$ cat src/rtl/fetch_issue_unit_if.sv
// Instruction-memory fetch bus for fetch_issue_unit.
//   MEM_REQ   fetch request, held until MEM_ACK
//   MEM_ADDR  fetch address (PC_W bits)
//   MEM_ACK   memory response; MEM_DATA is valid in the same cycle
//   MEM_DATA  instruction word (INSTR_W bits)
// The master modport is the fetch unit. The slave modport is the instruction memory.
interface fetch_issue_unit_if #(
    parameter int PC_W    = 5,
    parameter int INSTR_W = 9
);
    logic               MEM_REQ;
    logic [PC_W-1:0]    MEM_ADDR;
    logic               MEM_ACK;
    logic [INSTR_W-1:0] MEM_DATA;

    modport master (output MEM_REQ, MEM_ADDR, input  MEM_ACK, MEM_DATA);
    modport slave  (input  MEM_REQ, MEM_ADDR, output MEM_ACK, MEM_DATA);
endinterface

$ cat src/rtl/fetch_issue_unit.sv
// Instruction fetch and issue sequencer for the 5-bit CPU.
// It owns the program counter and fetches instruction words over a req/ack bus.
// It presents the registered opcode and operand to the control unit, takes the
// control unit's jump decision to pick the next PC, and stops on the HALT opcode.
//
// Ports
//   clk          rising-edge clock
//   rst_n        asynchronous active-low reset
//   RUN          start/continue request (sampled in IDLE and at the end of ISSUE)
//   mem          fetch bus (master side): MEM_REQ/MEM_ADDR out, MEM_ACK/MEM_DATA in
//   Opcode       registered opcode, held between issues
//   OPERAND      registered operand/immediate/jump target, held between issues
//   INSTR_VALID  one-cycle strobe marking a newly issued instruction
//   JMP_SEL      jump decision from the control unit, used in ISSUE
//   PC           current program counter
//   HALTED       high once the HALT opcode has been issued
//
// state  | meaning
// -------+-------------------------------------------------------------
// IDLE   | stopped or paused, PC retained; waits for RUN
// FETCH  | MEM_REQ high at MEM_ADDR=PC until MEM_ACK captures the word
// ISSUE  | INSTR_VALID strobe; next PC chosen, then FETCH or IDLE
// HALT   | HALT opcode seen; only reset leaves this state
module fetch_issue_unit #(
    parameter int          PC_W    = 5,
    parameter int          INSTR_W = 9,
    parameter logic [3:0]  HALT_OP = 4'b1111
) (
    input  logic                 clk,
    input  logic                 rst_n,
    input  logic                 RUN,
    fetch_issue_unit_if.master   mem,
    output logic [3:0]           Opcode,
    output logic [4:0]           OPERAND,
    output logic                 INSTR_VALID,
    input  logic                 JMP_SEL,
    output logic [PC_W-1:0]      PC,
    output logic                 HALTED
);

    typedef enum logic [1:0] {
        S_IDLE  = 2'd0,
        S_FETCH = 2'd1,
        S_ISSUE = 2'd2,
        S_HALT  = 2'd3
    } state_t;

    state_t          state;
    logic [PC_W-1:0] next_pc;

    // The address is the PC itself, so it cannot move while a request is open.
    assign mem.MEM_ADDR = PC;

    // The PC_W-bit add wraps naturally (31 + 1 -> 0).
    assign next_pc = JMP_SEL ? PC_W'(OPERAND) : PC + PC_W'(1);

    always_ff @(posedge clk or negedge rst_n) begin
        if (!rst_n) begin
            state       <= S_IDLE;
            PC          <= '0;
            Opcode      <= '0;
            OPERAND     <= '0;
            mem.MEM_REQ <= 1'b0;
            INSTR_VALID <= 1'b0;
            HALTED      <= 1'b0;
        end else begin
            INSTR_VALID <= 1'b0;
            case (state)
                S_IDLE: begin
                    if (RUN) begin
                        state       <= S_FETCH;
                        mem.MEM_REQ <= 1'b1;
                    end
                end
                S_FETCH: begin
                    if (mem.MEM_ACK) begin
                        Opcode      <= mem.MEM_DATA[INSTR_W-1 -: 4];
                        OPERAND     <= mem.MEM_DATA[4:0];
                        mem.MEM_REQ <= 1'b0;
                        INSTR_VALID <= 1'b1;
                        state       <= S_ISSUE;
                    end
                end
                S_ISSUE: begin
                    if (Opcode == HALT_OP) begin
                        state  <= S_HALT;
                        HALTED <= 1'b1;
                    end else begin
                        PC <= next_pc;
                        if (RUN) begin
                            state       <= S_FETCH;
                            mem.MEM_REQ <= 1'b1;
                        end else begin
                            state <= S_IDLE;
                        end
                    end
                end
                S_HALT: begin
                    HALTED <= 1'b1;
                end
                default: begin
                    state <= S_IDLE;
                end
            endcase
        end
    end

endmodule

$ cat src/flat_wrapper.sv
// flat-port wrapper written by rule: the top's interface ports become plain ports
module fetch_issue_unit_flat 
#(
    parameter int          PC_W    = 5,
    parameter int          INSTR_W = 9,
    parameter logic [3:0]  HALT_OP = 4'b1111
)
  (clk, rst_n, RUN, Opcode, OPERAND, INSTR_VALID, JMP_SEL, PC, HALTED, mem_MEM_REQ, mem_MEM_ADDR, mem_MEM_ACK, mem_MEM_DATA);
  fetch_issue_unit_if #(.PC_W(PC_W), .INSTR_W(INSTR_W)) mem_i ();
  input  logic clk;
  input  logic rst_n;
  input  logic RUN;
  output logic [3:0] Opcode;
  output logic [4:0] OPERAND;
  output logic INSTR_VALID;
  input  logic JMP_SEL;
  output logic [PC_W-1:0] PC;
  output logic HALTED;
  output wire logic [$bits(mem_i.MEM_REQ)-1:0] mem_MEM_REQ;
  output wire logic [$bits(mem_i.MEM_ADDR)-1:0] mem_MEM_ADDR;
  input wire logic [$bits(mem_i.MEM_ACK)-1:0] mem_MEM_ACK;
  input wire logic [$bits(mem_i.MEM_DATA)-1:0] mem_MEM_DATA;
  assign mem_MEM_REQ = mem_i.MEM_REQ;
  assign mem_MEM_ADDR = mem_i.MEM_ADDR;
  assign mem_i.MEM_ACK = mem_MEM_ACK;
  assign mem_i.MEM_DATA = mem_MEM_DATA;
  fetch_issue_unit #(.PC_W(PC_W), .INSTR_W(INSTR_W), .HALT_OP(HALT_OP)) u_core (.clk(clk), .rst_n(rst_n), .RUN(RUN), .mem(mem_i), .Opcode(Opcode), .OPERAND(OPERAND), .INSTR_VALID(INSTR_VALID), .JMP_SEL(JMP_SEL), .PC(PC), .HALTED(HALTED));
endmodule
$ cat config.mk
export PLATFORM = sky130hd
export DESIGN_NAME = fetch_issue_unit_flat
export DESIGN_NICKNAME = d
export VERILOG_FILES = /design/src/rtl/fetch_issue_unit_if.sv /design/src/rtl/fetch_issue_unit.sv /design/src/flat_wrapper.sv
export SDC_FILE = /design/constraint.sdc
export NUM_CORES = 1
export LEC_CHECK = 0
export CAP_MARGIN = 20
export CORE_MARGIN = 2
export CORE_UTILIZATION = 40
export DETAILED_ROUTE_END_ITERATION = 8
export PLACE_DENSITY = 0.72
export REMOVE_ABC_BUFFERS = 1
export SKIP_LAST_GASP = 1
export SLEW_MARGIN = 40
export SYNTH_ARGS = -nofsm -noshare
export SYNTH_HDL_FRONTEND = slang
export SYNTH_SLANG_ARGS = --single-unit
$ cat constraint.sdc
create_clock -name clk -period 1.45 [get_ports clk]
set_input_delay 0.3625 -clock clk [delete_from_list [all_inputs] [get_ports clk]]
set_output_delay 0.3625 -clock clk [all_outputs]
set_load 0.03 [all_outputs]
==> results.json <==
{
  "numCtsBuffers": 3,
  "drive_gt1_share_pct": 46.85,
  "power_leakage_nw": 0.7084,
  "slew_viol_final": 0,
  "dp_worst_setup_slack_ns": -0.1702,
  "io_pins": 36,
  "ir_drop_v": 0.001639,
  "postSynthCellCount": 91,
  "hold_viol_final": 0,
  "track_usage_pct": 18.33,
  "cts_sinks": 19,
  "vias": 892,
  "grt_first_pass_wirelength_um": 3933,
  "critical_path.max_fanout": 4,
  "wirelength_um": 2490,
  "synth_edf_count": 0,
  "r2r_start": "u_core.state[1]",
  "finalCriticalPeriod_ns": 1.442,
  "final_nets": 164,
  "io_buffer_count": 35,
  "core_um2": 2477,
  "endpoint_kind": "register",
  "clkTransAtPathRegs_ns": 0.11,
  "clockRootBuffer": "clkbuf_4",
  "routabilityCongestion": 0.8014,
  "grt-ovfl-total": 0,
  "worstPathArrival_ns": 1.63,
  "yosys_most_used_dff": "dfrtp_1",
  "hpwl_um": 1794,
  "worst_pin_slew_ns": 0.3069,
  "place_inst": 163,
  "syn_to_final_growth_pct": 47.05,
  "drt_iter0_drc": 6,
  "nFillCells": 208,
  "drc": 0,
  "fp.dieH_um": 54.99,
  "final_antenna_net_count": 0,
  "worst_hold_path_type": "primary input to asynchronous set/reset pin",
  "first_pass_iters": 4,
  "dieArea_um2": 3023,
  "period_share_pct": 99.47,
  "status": "completed",
  "avgSynthCellArea_um2": 11.43,
  "grt_pass1_vias": 889,
  "critPathRequiredTime_ns": 1.64,
  "rsz0062_at_grt": "true",
  "crit_type": "register to register",
  "fp-row-count": 18,
  "synthArstFlopShare_pct": 100.0,
  "endpoint": "u_core.state[0]",
  "via_per_inst": 5.156,
  "layout.cells.non_filler": 173,
  "die_w_um": 54.99,
  "cts.path.max_buffers": 2,
  "cap_violations": 0,
  "synthDistinctLibCells": 34,
  "fmax_ghz": 0.6934,
  "ys_seq_area_share_pct": 45.73,
  "fin_skew_ns": 0.002327,
  "relSlewSlack_pct": 79.62,
  "num_antenna_cells": 0,
  "setup_viol": 0,
  "cts_tree": "built",
  "netlist_area_um2": 1040,
  "rrSetupSlack_ns": 0.008,
  "power_density_nw_per_um2": 2331,
  "synth-seq-cells": 19,
  "crit_start": "u_core.state[1]",
  "avgRoutedWirePerCell_um": 14.39,
  "htree_num_levels": 1,
  "timing.rr.end": "u_core.state[0]",
  "insertion_delay_ns": 0.29,
  "yosys_warnings": 0,
  "grt_start_max_net_pins": 20,
  "setup_ws_ns": 0.007743,
  "start_kind": "register",
  "ff2ff_path_depth": 5,
  "initial_core_util_pct": 41.97,
  "antenna_found_initial": 0
}
==> per-stage QoR <==
step	hold slack [ns]	util (%)	total power, mW	TNS (ns)	instance area, µm²
after global placement	0.4567	58.69	3.160	-0.8759	1454
final	0.3868	61.72	3.564	0	1529
after global routing	0.3962	61.72	3.821	-0.07164	1529
after floorplan	0.06691	-	2.251	-0.2378	985.9
after CTS	0.3872	60.81	3.487	-0.04069	1506
after detailed placement	0.4686	58.69	3.218	-1.201	1454
==> cells by family after synthesis <==
logic type / after synthesis / synth area share [%]
compound gates: 21 / 14.44
mux: 12 / 12.76
buf+inv: 13 / 7.582
flops: 19 / 45.73
fa+ha+maj: 6 / 7.220
simple gates: 20 / 12.28
==> registers in the layout, summed over array words and instances (netlist names) <==
| register | flops |
|---|---|
| u_core.state | 2 |
| u_core.Opcode | 4 |
| u_core.HALTED | 1 |
| u_core.mem.MEM_REQ | 1 |
| u_core.PC | 5 |
| u_core.OPERAND | 5 |
| u_core.INSTR_VALID | 1 |
==> worst min-delay path by stage <==
stage	startpoint	depth (start not counted)	to
CTS	rst_n	2	u_core.PC[3]
detailed placement	u_core.HALTED	1	u_core.HALTED
finish	rst_n	2	u_core.HALTED
global placement	u_core.HALTED	1	u_core.HALTED
floorplan	rst_n	0	u_core.HALTED
global route	rst_n	2	u_core.HALTED
==> cell usage in the layout (no fill, tap or decap), types with 3 or more instances in the layout <==
cell	count
buf_4	30
dfrtp_1	19
clkdlybuf4s50_1	13
mux2_2	9
clkbuf_2	9
o21ai_0	5
nor2_1	5
inv_1	4
a22oi_1	3
ha_2	3
clkbuf_4	3
clkdlybuf4s15_1	3
==> final cells by class <==
type                       instances  area [µm²]  area share [%]
inverter                           6       25.02           1.637
timing repair buffer              55       430.4           28.15
sequential                        19       475.5           31.10
multi-input combinational         59       534.3           34.94
clock buffer                       4       26.28           1.718
tap                               30       37.54           2.455
==> repair_timing <==
action | CTS | global route
hold buffers | 0 | 0
pin swaps | 0 | 1
buffers inserted | 3 | 3
endpoints found under the setup margin | 25 | 25
gates resized for setup | 20 | 25
==> Yosys cell counts (all sizes together) (2+ instances only) <==
| library cell | instances | share of area, % |
|---|---|---|
| dfrtp | 19 | 46 |
| o21ai | 6 | 2.9 |
| and4 | 2 | 1.9 |
| buf | 7 | 5.2 |
| a22oi | 3 | 2.2 |
| a21oi | 2 | 0.96 |
| o211ai | 2 | 1.4 |
| nand2 | 2 | 0.96 |
| a31oi | 2 | 1.2 |
| nor2b | 3 | 1.8 |
| nor2 | 5 | 1.8 |
| ha | 6 | 7.2 |
| o2bb2ai | 2 | 1.7 |
| nand4 | 2 | 1.8 |
| mux2i | 2 | 1.9 |
| mux2 | 10 | 11 |
| inv | 6 | 2.4 |
==> critical path: stages (launching register included) <==
cell and delay, ns:
dfrtp_1 0.40, inv_1 0.10, ha_2 0.22, and2b_1 0.18, nor2_1 0.11, mux2_1 0.33
==> per-layer routing <==
metal	track usage [%]	part of all wire, %	wire length [µm]
met1	22.80	42	1047
met2	31.35	52	1307
met3	4.032	4.2	104
met4	6.098	1.2	31
met5	0	0	0
==> power by group <==
part	switching (mW)	internal, mW
Sequential	0.222	0.773
Clock	0.162	0.107
Combinational	1.26	1.04
No activity file was read; power rests on OpenSTA's default activity.
